### src/rtl/tile_pixel_pipeline_if.sv
// tile_pixel_pipeline_if: register write bus into the tile pixel pipeline
interface tile_pixel_pipeline_if;
  logic [31:0] wdata;
  logic        wea;
  logic [3:0]  wselect;
  logic [26:0] waddr;
  modport master(output wdata, wea, wselect, waddr);
  modport slave(input wdata, wea, wselect, waddr);
endinterface

### src/rtl/tile_pixel_pipeline.sv
// tile_pixel_pipeline: scrolled tile map lookup, texture fetch and RGB pixel output with 5-cycle latency
module tile_pixel_pipeline #(
  parameter int MAP_W_PX   = 640,
  parameter int MAP_H_PX   = 480,
  parameter int TEX_DATA_W = 12
) (
  input  logic                  clk,
  input  logic                  rst_n,
  input  logic [9:0]            i_pix_x,
  input  logic [9:0]            i_pix_y,
  input  logic                  i_de,
  input  logic                  i_hsync,
  input  logic                  i_vsync,
  output logic [5:0]            o_tilemap_x_idx,
  output logic [5:0]            o_tilemap_y_idx,
  input  logic [7:0]            i_tilemap_texture_idx,
  output logic [15:0]           o_tex_addr,
  input  logic [TEX_DATA_W-1:0] i_tex_data,
  output logic [TEX_DATA_W-1:0] o_pixel,
  output logic                  o_de,
  output logic                  o_hsync,
  output logic                  o_vsync,
  tile_pixel_pipeline_if.slave  regs
);
  localparam logic [10:0] W11 = 11'(MAP_W_PX);
  localparam logic [10:0] H11 = 11'(MAP_H_PX);
  logic [9:0]            shadow_x, shadow_y, scroll_x, scroll_y;
  logic                  enable, vsync_q, frame, wr_ok, unused_bits;
  logic [TEX_DATA_W-1:0] bg;
  logic [10:0]           sum_x, sum_y, wx, wy;
  logic [7:0]            txy_1, txy_2;
  logic [11:0]           sync_d;
  assign wr_ok = regs.wea && regs.wselect == 4'hF;
  assign frame = i_vsync && !vsync_q;
  // one conditional subtract suffices: both addends are below the modulus
  assign sum_x = {1'b0, i_pix_x} + {1'b0, scroll_x};
  assign sum_y = {1'b0, i_pix_y} + {1'b0, scroll_y};
  assign wx = sum_x >= W11 ? sum_x - W11 : sum_x;
  assign wy = sum_y >= H11 ? sum_y - H11 : sum_y;
  assign unused_bits = ^{regs.wdata[31:28], regs.wdata[15:10], regs.waddr[26:4], regs.waddr[1:0], wx[10], wy[10]};
  always_ff @(posedge clk or negedge rst_n) begin
    if (!rst_n) begin
      shadow_x <= '0;
      shadow_y <= '0;
      scroll_x <= '0;
      scroll_y <= '0;
      enable   <= 1'b1;
      bg       <= '0;
      vsync_q  <= 1'b0;
    end else begin
      if (wr_ok && regs.waddr[3:2] == 2'd0 && regs.wdata[9:0] < W11[9:0]) shadow_x <= regs.wdata[9:0];
      if (wr_ok && regs.waddr[3:2] == 2'd1 && regs.wdata[9:0] < H11[9:0]) shadow_y <= regs.wdata[9:0];
      if (wr_ok && regs.waddr[3:2] == 2'd2) begin
        enable <= regs.wdata[0];
        bg     <= regs.wdata[16 +: TEX_DATA_W];
      end
      vsync_q <= i_vsync;
      // active scroll takes the pre-write shadow when a write lands on the frame edge
      if (frame) begin
        scroll_x <= shadow_x;
        scroll_y <= shadow_y;
      end
    end
  end
  always_ff @(posedge clk or negedge rst_n) begin
    if (!rst_n) begin
      o_tilemap_x_idx <= '0;
      o_tilemap_y_idx <= '0;
      txy_1           <= '0;
      txy_2           <= '0;
      o_tex_addr      <= '0;
      sync_d          <= '0;
      o_de            <= 1'b0;
      o_hsync         <= 1'b0;
      o_vsync         <= 1'b0;
      o_pixel         <= '0;
    end else begin
      o_tilemap_x_idx <= wx[9:4];
      o_tilemap_y_idx <= wy[9:4];
      txy_1           <= {wy[3:0], wx[3:0]};
      txy_2           <= txy_1;
      o_tex_addr      <= {i_tilemap_texture_idx, txy_2};
      sync_d          <= {sync_d[8:0], i_de, i_hsync, i_vsync};
      {o_de, o_hsync, o_vsync} <= sync_d[11:9];
      o_pixel         <= !sync_d[11] ? '0 : !enable ? bg : i_tex_data;
    end
  end
endmodule

### src/flat_wrapper.sv
// flat-port wrapper written by rule: the top's interface ports become plain ports
module tile_pixel_pipeline_flat 
#(
  parameter int MAP_W_PX   = 640,
  parameter int MAP_H_PX   = 480,
  parameter int TEX_DATA_W = 12
)
  (clk, rst_n, i_pix_x, i_pix_y, i_de, i_hsync, i_vsync, o_tilemap_x_idx, o_tilemap_y_idx, i_tilemap_texture_idx, o_tex_addr, i_tex_data, o_pixel, o_de, o_hsync, o_vsync, regs_wdata, regs_wea, regs_wselect, regs_waddr);
  tile_pixel_pipeline_if regs_i ();
  input  logic clk;
  input  logic rst_n;
  input  logic [9:0] i_pix_x;
  input  logic [9:0] i_pix_y;
  input  logic i_de;
  input  logic i_hsync;
  input  logic i_vsync;
  output logic [5:0] o_tilemap_x_idx;
  output logic [5:0] o_tilemap_y_idx;
  input  logic [7:0] i_tilemap_texture_idx;
  output logic [15:0] o_tex_addr;
  input  logic [TEX_DATA_W-1:0] i_tex_data;
  output logic [TEX_DATA_W-1:0] o_pixel;
  output logic o_de;
  output logic o_hsync;
  output logic o_vsync;
  input wire logic [$bits(regs_i.wdata)-1:0] regs_wdata;
  input wire logic [$bits(regs_i.wea)-1:0] regs_wea;
  input wire logic [$bits(regs_i.wselect)-1:0] regs_wselect;
  input wire logic [$bits(regs_i.waddr)-1:0] regs_waddr;
  assign regs_i.wdata = regs_wdata;
  assign regs_i.wea = regs_wea;
  assign regs_i.wselect = regs_wselect;
  assign regs_i.waddr = regs_waddr;
  tile_pixel_pipeline #(.MAP_W_PX(MAP_W_PX), .MAP_H_PX(MAP_H_PX), .TEX_DATA_W(TEX_DATA_W)) u_core (.clk(clk), .rst_n(rst_n), .i_pix_x(i_pix_x), .i_pix_y(i_pix_y), .i_de(i_de), .i_hsync(i_hsync), .i_vsync(i_vsync), .o_tilemap_x_idx(o_tilemap_x_idx), .o_tilemap_y_idx(o_tilemap_y_idx), .i_tilemap_texture_idx(i_tilemap_texture_idx), .o_tex_addr(o_tex_addr), .i_tex_data(i_tex_data), .o_pixel(o_pixel), .o_de(o_de), .o_hsync(o_hsync), .o_vsync(o_vsync), .regs(regs_i));
endmodule
### config.mk
export PLATFORM = sky130hd
export DESIGN_NAME = tile_pixel_pipeline_flat
export DESIGN_NICKNAME = d
export VERILOG_FILES = /design/src/rtl/tile_pixel_pipeline_if.sv /design/src/rtl/tile_pixel_pipeline.sv /design/src/flat_wrapper.sv
export SDC_FILE = /design/constraint.sdc
export NUM_CORES = 1
export LEC_CHECK = 0
export CORE_UTILIZATION = 60
export CTS_BUF_LIST = sky130_fd_sc_hd__clkbuf_2 sky130_fd_sc_hd__clkbuf_4 sky130_fd_sc_hd__clkbuf_8
export CTS_CLUSTER_DIAMETER = 150
export DETAILED_ROUTE_END_ITERATION = 10
export DONT_BUFFER_PORTS = 1
export PLACE_DENSITY = 0.76
export RECOVER_POWER = 25
export SLEW_MARGIN = 20
export SYNTH_ARGS = -nofsm -noshare
export SYNTH_HDL_FRONTEND = slang
export SYNTH_SLANG_ARGS = --single-unit
### constraint.sdc
create_clock -name clk -period 6.7 [get_ports clk]
set_input_delay 0.67 -clock clk [delete_from_list [all_inputs] [get_ports clk]]
set_output_delay 0.67 -clock clk [all_outputs]
set_load 0.05 [all_outputs]
======== After elaboration in Yosys (flattened, before gate mapping) ========
Index checks and enable logic that the tools add are counted.
cells by class
  $lt $le $gt $ge ......................... 4
  equal/unequal tests ..................... 3
  reductions and logical operators ........ 9
  muxes and demuxes ....................... 4
  $add $sub $neg .......................... 4
operators with widths
  kind                                                                  number
  two-way mux 12 bit                                                    2
  adder 10 x 10 -> 11 bit                                               2
  two-way mux 10 bit                                                    2
  greater-or-equal comparator 11 x 10 -> 1 bit (second input constant)  1
  greater-or-equal comparator 11 x 9 -> 1 bit (second input constant)   1
  < comparator 10 bit (second input constant)                           1
  < comparator 10 x 9 -> 1 bit (second input constant)                  1
  subtractor 10 bit (second input constant)                             1
  subtractor 10 x 9 -> 10 bit (second input constant)                   1
  logical AND 1 bit                                                     7
  equality test 4 bit (second input constant)                           1
  equality test 2 x 1 -> 1 bit (second input constant)                  1
  equality test 2 bit (second input constant)                           1
  logical NOT 2 bit                                                     1
  logical NOT 1 bit                                                     1
word-level totals
  bits of input ports ..................... 109
  register bits ........................... 125

======== Depth between registers and ports, before layout ========
Gate-level depths: netlist of run 1.
  depth after elaboration ................. 4
  depth in mapped cells ................... 12

======== Worst setup path after synthesis of run 1 ========
Ideal clock, no wire load.
  path kind ............................... input-to-reg
  start point ............................. input i_pix_y[0]
  end point ............................... register u_core.o_tilemap_y_idx[2]
  path slack .............................. 3.678 ns
  buffers on the path ..................... 0
  arrival time ............................ 2.895 ns
  library setup time ...................... 0.128 ns
  stages on the path ...................... 9
  required time ........................... 6.572 ns
  path through ............................ ha_1 > fa_1 > a211oi_1 > o21ai_1 > a31oi_1 > xnor2_1 > nor2_1 > a211oi_2 > mux2_1
on the way
  longest elaborated chain between the ends .. 3
  elaborated cells between the ends (all ways) .. 4
  those cells by class .................... 2 x add/sub; 1 x order compare; 1 x mux
ends and longest elaborated chain
  item                                                                                               RTL line                   text
  start, declared                                                                                    flat_wrapper.sv:13         input logic [9:0] i_pix_y;
  adder 10 x 10 -> 11 bit *                                                                          tile_pixel_pipeline.sv:37  assign sum_y = {1'b0, i_pix_y} + {1'b0, scroll_y};
  subtractor 10 x 9 -> 10 bit / greater-or-equal comparator 11 x 9 -> 1 bit (equally long branches)  tile_pixel_pipeline.sv:39  assign wy = sum_y >= H11 ? sum_y - H11 : sum_y;
  two-way mux 10 bit *                                                                               tile_pixel_pipeline.sv:39
  net u_core.wy[6]                                                                                   tile_pixel_pipeline.sv:30  logic [10:0] sum_x, sum_y, wx, wy;
  end signal, assigned                                                                               tile_pixel_pipeline.sv:79  o_tilemap_y_idx <= wy[9:4];
  end, declared                                                                                      tile_pixel_pipeline.sv:15  output logic [5:0] o_tilemap_y_idx,
The timed path passes the listed nets; every way through them passes the cells marked *.
A chain may end at the register's enable or synchronous reset.

======== Final worst setup path of run 1 ========
  start point ............................. register u_core.scroll_y[0]
  end point ............................... register u_core.o_tilemap_y_idx[2]
on the way
  longest elaborated chain between the ends .. 3
  elaborated cells between the ends (all ways) .. 4
  those cells by class .................... 2 x add/sub; 1 x order compare; 1 x mux
ends and longest elaborated chain
  item                                                                                               RTL line                   text
  start, declared                                                                                    tile_pixel_pipeline.sv:27  logic [9:0] shadow_x, shadow_y, scroll_x, scroll_y;
  start signal, assigned                                                                             tile_pixel_pipeline.sv:61  scroll_y <= shadow_y;
  adder 10 x 10 -> 11 bit *                                                                          tile_pixel_pipeline.sv:37
  subtractor 10 x 9 -> 10 bit / greater-or-equal comparator 11 x 9 -> 1 bit (equally long branches)  tile_pixel_pipeline.sv:39
  two-way mux 10 bit *                                                                               tile_pixel_pipeline.sv:39
  net u_core.wy[6]                                                                                   tile_pixel_pipeline.sv:30
Marks and branches as above.

==> results.ini, run 1 <==
[status]
run_status=complete, no violations

[logic_synthesis]
async_flop_share_pct=100
ys_types=45
ys_seq_elements=124
synth-edff-count=0
postSynthCellCount=375
syn_area_mm2=0.00515
avgSynthCellArea_um2=13.7
ys.flop_type=dfrtp_1
synth_fp_nets=508
yosysWarnings=0
seq_area_frac_synth_pct=60.2

[critical_path]
cpLargestDelayFamily=compound AO/OA/AOI/OAI gates
criticalPathCategory=reg -> reg
required_ns=7.00
worstPathMaxFanout=6
worstSetupStartpoint=u_core.scroll_y[0]$_DFFE_PN0P_
r2r-start=u_core.scroll_y[0]$_DFFE_PN0P_
slowest_stage=fa_1
crit_buf_inv=0
cp.depth=9
slowest_delay_ns=0.43
reg2regPathDepth=9
endpoint_kind=register
reg2reg_slack_ns=3.66
cp-start-kind=register
r2r-end=u_core.o_tilemap_y_idx[2]$_DFF_PN0_
worstPathCellList=ha_1 > fa_1 > a211oi_1 > o21ai_1 > a31oi_1 > xnor2_1 > nor2_1 > a211oi_2 > mux2_1
arrival_ns=3.34

[clocking]
cts_root_buffer=clkbuf_8
numCtsBuffers=17
post_cts_resize_count=0
cts_setup_buffers=0
htreeDepth=4
cts.path.max_buffers=2
cts_tree=built
cts_sinks=124
clk_pin_slew_ns=0.07
clkLatencyLatePin_ns=0.43

[timing]
achievable-frequency_ghz=0.329
rsz0062_at_grt=no
setup_slack_ns=3.66
min_period_ns=3.04
slew_headroom_pct=50.9
timing.final.crit_share_pct=45.4
hold_viol_final=0
drv_slew=0
skew_ns=0.0110
fin_tns_setup_ns=0
setup_viol=0
hold_ws_ns=0.0842
worst_pin_slew_ns=0.733

[routing]
vias_per_cell=5.76
firstDrtPassIters=4
wl_um=8830
wl_per_cell_um=17.5
antenna_left=0
drt_iter0_drc=98
drcViolationCount=0
vias=2896

[floorplan]
die_h_um=94.7
dieArea_mm2=0.00896
io_pins=152
die_x_um=94.7
core_mm2=0.00826
num_rows=33
start_util_pct=62.4

[finish]
area_growth_pct=10.5
final_cell_area_mm2=0.00569
num_antenna_cells=0
nNetsFinal=518
drive_gt1_share_pct=23.6

[grt]
grt-ovfl-total=0
use_met3_pct=8.53
antenna_found_initial=0
gr-usage-all-layers_pct=21.4
grt_pass1_wl_um=14000
grt_max_degree=124
met2_usage_pct=33.3
top_usage_layer=met2
grt.met1_usage_pct=26.0
grt_pass1_vias=2935

[pwr]
sw_frac_of_total_pct=34.4
pwr-share-comb_pct=13.1
finalPower_w=0.00201
leakage_nw=2.71
clockPowerShare_pct=33.1
pwr-share-seq_pct=53.8
power_density_mw_per_mm2=354
intPower_w=0.00132
p_switching_w=0.000692
peakVddDrop_mv=0.155

[flow_run]
maxCapViolCount=0

[place]
port_buffers=0
routabilityCongestion=0.817
place_area_mm2=0.00525
dp_slack_ns=3.43
dp.final_hpwl_um=6160

[min_path]
hold_class=in -> async

-- through the flow --
step / cells / utilization (%)
detailed placement: 470 / 63.6
global placement: 470 / 63.6
floorplan: 375 / -
finish: 503 / 68.9
CTS: 503 / 68.9
global route: 503 / 68.9
-- metal layers --
layer / vias to the layer above / routed length, um / part of all wire [%]
met3: 16 / 756 / 8.6
met1: 1419 / 3650 / 41
met5: - / 0 / 0
met2: 111 / 4250 / 48
met4: 0 / 164 / 1.9
li1: 1350 / - / -
-- registers in the layout, indices dropped and copies added, names as in the netlist --
name / cells
u_core.o_vsync: 1
u_core.sync_d: 12
u_core.o_tilemap_y_idx: 6
u_core.o_de: 1
u_core.scroll_y: 10
u_core.shadow_x: 10
u_core.bg: 12
u_core.enable: 1
u_core.scroll_x: 10
u_core.o_hsync: 1
u_core.txy_2: 8
u_core.txy_1: 8
u_core.shadow_y: 10
u_core.o_tilemap_x_idx: 6
u_core.o_pixel: 12
u_core.o_tex_addr: 16
-- worst register-to-register path, delay by kind of cell (launching register included) --
family                     cells  cell delay (ns)
AOI/OAI and AO/OA              4             1.05
DFF                            1             0.38
adders and majority gates      2             0.66
xor gates and xnor gates       1             0.28
muxes                          1             0.37
and+or+nand+nor                1             0.17
-- layout make-up --
type	count	area, um^2
Sequential cell	124	3100
Fill cell	577	2570
Multi-Input combinational cell	230	1980
Clock buffer	17	234
Clock inverter	15	176
Tap cell	105	131
Inverter	11	41.3
Timing Repair Buffer	1	27.5
-- worst max-delay path by stage --
stage	endpoint	slack, ns
2_1_floorplan	u_core.o_tilemap_y_idx[2]$_DFF_PN0_	3.68
3_3_place_gp	u_core.o_tilemap_y_idx[2]$_DFF_PN0_	3.46
3_5_place_dp	u_core.o_tilemap_y_idx[2]$_DFF_PN0_	3.43
4_1_cts	u_core.o_tilemap_y_idx[2]$_DFF_PN0_	3.68
5_1_grt	u_core.o_tilemap_y_idx[2]$_DFF_PN0_	3.43
6_report	u_core.o_tilemap_y_idx[2]$_DFF_PN0_	3.66
-- Yosys cell counts, types with 4 or more instances --
| cell type | instances | area (um^2) |
|---|---|---|
| dfrtp_1 | 123 | 3080 |
| mux2_2 | 51 | 574 |
| ha_1 | 22 | 275 |
| nor2b_1 | 16 | 100 |
| mux2i_1 | 15 | 150 |
| nand2_1 | 14 | 52.6 |
| a21oi_1 | 13 | 65.1 |
| inv_1 | 11 | 41.3 |
| nor2_1 | 9 | 33.8 |
| a21o_1 | 8 | 60.1 |
| clkbuf_1 | 8 | 30.0 |
| xor2_1 | 8 | 70.1 |
| o21ai_0 | 7 | 35.0 |
| xnor2_1 | 7 | 61.3 |
| nand3_1 | 6 | 30.0 |
| o211ai_1 | 5 | 37.5 |
| nand2b_1 | 4 | 25.0 |
| nor3b_1 | 4 | 30.0 |
| o21a_1 | 4 | 30.0 |
| or3_1 | 4 | 25.0 |
-- placed cells by master, fill, tap and decap left out, drive strengths merged, types with 2 or more instances in the layout --
| master | count |
|---|---|
| dfrtp | 123 |
| mux2 | 52 |
| ha | 22 |
| inv | 19 |
| clkbuf | 17 |
| nor2b | 16 |
| mux2i | 15 |
| nand2 | 14 |
| a21oi | 13 |
| nor2 | 9 |
| o21ai | 9 |
| a21o | 8 |
| xor2 | 8 |
| xnor2 | 7 |
| nand3 | 6 |
| o211ai | 5 |
| o21a | 4 |
| nand2b | 4 |
| or3 | 4 |
| nor3b | 4 |
| clkinv | 4 |
| nor3 | 4 |
| and3 | 3 |
| a211oi | 3 |
| o31a | 2 |
| o2111ai | 2 |
| nand4 | 2 |
| a31oi | 2 |
| nand3b | 2 |
| fa | 2 |
| bufinv | 2 |
-- cell families (layout without fill, tap and decap cells) --
group | count (synthesis) | in the layout | share of synthesized area [%]
buffers and inverters | 21 | 44 | 1.53
XOR/XNOR | 15 | 15 | 2.55
adder cells (fa/ha/maj) | 24 | 24 | 6.12
flip-flops | 124 | 124 | 60.2
AND/OR/NAND/NOR | 71 | 71 | 7.89
AO/OA/AOI/OAI | 53 | 53 | 7.38
multiplexers | 67 | 67 | 14.3
-- power by group through the flow --
stage               Combinational [W]  Sequential [W]  Clock (W)
floorplan                    0.000214         0.00108          0
global placement             0.000233         0.00109          0
detailed placement           0.000246         0.00110          0
CTS                          0.000263         0.00109   0.000684
global route                 0.000298         0.00110   0.000720
finish                       0.000263         0.00108   0.000666
-- repair_timing --
item / in CTS / in global routing
endpoints found under the hold margin: 123 / 0
hold buffers: 1 / 0
setup endpoints to repair: 0 / 0
No activity file was read; power rests on OpenSTA's default activity.
==> run 2, diff against run 1 <==
==> constraint.sdc (replaced) <==
create_clock -name clk -period 3.05 [get_ports clk]
set_input_delay 0.305 -clock clk [delete_from_list [all_inputs] [get_ports clk]]
set_output_delay 0.305 -clock clk [all_outputs]
set_load 0.05 [all_outputs]
==> run 2 against run 1 <==
  * The flow now finishes with violations (negative hold slack)
  * Maximum frequency is 3.1% higher
  * Critical path depth stayed put
  * Setup slack worse by 3.6 ns
  * Routed wire length is 0.70% higher
  * Combinational power is 120% higher
  * Hold slack worse by 0.50 ns
  * Core utilization is 0.59 points higher
  * Clock skew is 0.0027 ns lower
  * Largest cell class unchanged
  * Largest power group unchanged
==> results.ini, run 2 (same netlist as run 1, synthesis figures left out) <==
[status]
run_status=complete, but fails checks
violations=negative hold slack

[pwr]
leakage_nw=2.71  ; about the same
peakVddDrop_mv=0.337  ; +120%
power_density_mw_per_mm2=734  ; +110%
finalPower_w=0.00421  ; +110%

[clocking]
cts_tree=built
numCtsBuffers=17  ; unchanged
cts_setup_buffers=0  ; unchanged
cts_hold_buffers=11  ; +10
htreeDepth=4  ; unchanged
cts_sinks=124  ; unchanged
clk_pin_slew_ns=0.07  ; about the same
clkLatencyLatePin_ns=0.41  ; -0.02 ns
cts.path.max_buffers=2  ; unchanged
cts_root_buffer=clkbuf_8

[finish]
final_cell_mix=dfrtp_1, mux2_2, ha_1
nFillCells=574  ; -0.52%
ff_latch_area_mm2=0.00310  ; unchanged
num_antenna_cells=0  ; unchanged
final_cell_area_mm2=0.00574  ; +0.86%
multiInputGateArea_mm2=0.00199  ; +0.57%
final_common_cell=dfrtp_1
final_util_pct=69.5  ; +0.59 points
drive_gt1_share_pct=23.7  ; +0.098 points
largest_register=u_core.o_tex_addr
nNetsFinal=529  ; +2.1%
area_growth_pct=11.4
largest_reg_flops=16  ; unchanged
stdcell_count=514  ; +2.2%

[grt]
gr-usage-all-layers_pct=21.2  ; -0.18 points
grt_pass1_wl_um=14200  ; +1.1%
grt_pass1_vias=2989  ; +1.8%
grt-ovfl-total=0  ; unchanged
antenna_found_initial=0  ; unchanged
grt_max_degree=125  ; +0.81%

[routing]
wl_per_cell_um=17.3  ; -1.5%
vias=2935  ; +1.3%
antenna_left=0  ; unchanged
drt_iter0_drc=83  ; -15%
drcViolationCount=0  ; unchanged
vias_per_cell=5.71  ; -0.82%
firstDrtPassIters=4  ; unchanged
wl_um=8890  ; +0.70%

[place]
place_area_mm2=0.00526  ; +0.14%
dp.cells=471  ; +0.21%
dp.final_hpwl_um=6250  ; +1.5%
routabilityCongestion=0.826  ; +1.1%
port_buffers=0  ; unchanged

[critical_path]
endpoint_kind=register
worstSetupStartpoint=u_core.scroll_y[0]$_DFFE_PN0P_
required_ns=3.34  ; -3.66 ns
worstPathCellList=ha_1 > fa_1 > a211oi_1 > o21ai_1 > a31oi_2 > xnor2_2 > nor2_1 > a211oi_2 > mux2_1
arrival_ns=3.24  ; -0.10 ns
slowest_delay_ns=0.43  ; about the same
criticalPathCategory=reg -> reg
cp-start-kind=register
r2r-start=u_core.scroll_y[0]$_DFFE_PN0P_
slowest_stage=fa_1
worstPathMaxFanout=6  ; unchanged

[floorplan]
die_h_um=94.7  ; unchanged
dieArea_mm2=0.00896  ; unchanged
core_mm2=0.00826  ; unchanged
io_pins=152  ; unchanged
die_x_um=94.7  ; unchanged
start_util_pct=62.4  ; unchanged
num_rows=33  ; unchanged

[timing]
hold_ws_ns=-0.417  ; -0.501 ns
slew_headroom_pct=50.1  ; -0.77 points
fin_tns_setup_ns=0  ; unchanged
timing.final.crit_share_pct=96.7  ; +51 points
setup_viol=0  ; unchanged
min_period_ns=2.95  ; -0.0917 ns
drv_slew=0  ; unchanged
achievable-frequency_ghz=0.339  ; +3.1%
worst_pin_slew_ns=0.744  ; +0.0115 ns
hold_viol_final=124  ; +124
skew_ns=0.00832  ; -0.00270 ns

[min_path]
hold_class=in -> async

[flow_run]
maxCapViolCount=0  ; unchanged

## run 2: changes by cell type in the layout (fill, tap and decap cells not counted), sizes merged
cell and delta:
bufinv -2, clkbuf +1, clkinv -2, clkinvlp +5, dlygate4sd3 +11, inv -2
## run 2: per-stage QoR
step                hold WS (ns)  setup slack (ns)
floorplan                0.00941             0.347
global placement          0.0114             0.146
detailed placement        0.0116             0.126
CTS                       -0.450            0.0813
global route              -0.453           -0.0638
finish                    -0.417             0.102
## run 2: what timing repair did
action                                  in CTS  in global routing
endpoints found under the setup margin       0                  2
resized for setup                            0                  3
endpoints found under the hold margin      135                124
## run 2: layer usage
metal  up-vias  track usage (%)  wire (um)
li1       1372                -          -
met1      1448             25.8       3720
met2       102             34.2       4410
met3        13             6.76        625
met4         0             9.97        131
met5         -                0          0
## run 2: area by class of cell
cell class	instances	share of cell area, %
multi-input cells	230	34.6
well taps	105	2.29
clock inverters	14	1.92
repair buffers	12	2.05
inverters	11	0.719
clock buffers	18	4.32
flip-flops and latches	124	54.1
## run 2: power breakdown
group	switching, W	total (W)	leakage [nW]	internal (W)
Combinational	0.000288	0.000568	0.981	0.000280
Clock	0.000666	0.00126	0.167	0.000597
Sequential	0.000504	0.00238	1.57	0.00188
## run 2: path summary, 6_finish.rpt
kind / endpoint / slack, ns / cells past startpoint
setup reg to reg: u_core.o_tilemap_y_idx[2]$_DFF_PN0_ / 0.10 / 9
max in group asynchronous: u_core.enable$_DFFE_PN1P_ / 3.28 / 0
min in group clk: u_core.shadow_x[1]$_DFFE_PN0P_ / 0.04 / 1
hold reg to reg: u_core.o_tex_addr[4]$_DFF_PN0_ / 0.34 / 0
hold / removal: u_core.o_tex_addr[11]$_DFF_PN0_ / -0.42 / 0
setup / recovery: u_core.o_tilemap_y_idx[2]$_DFF_PN0_ / 0.10 / 9
## run 2: critical path, delay by kind of cell, from the launching register on
kind	cells	cell delay [ns]
compound gates	4	1.07
xor+xnor	1	0.20
fa+ha+maj	2	0.66
simple gates	1	0.14
flops	1	0.39
mux	1	0.35
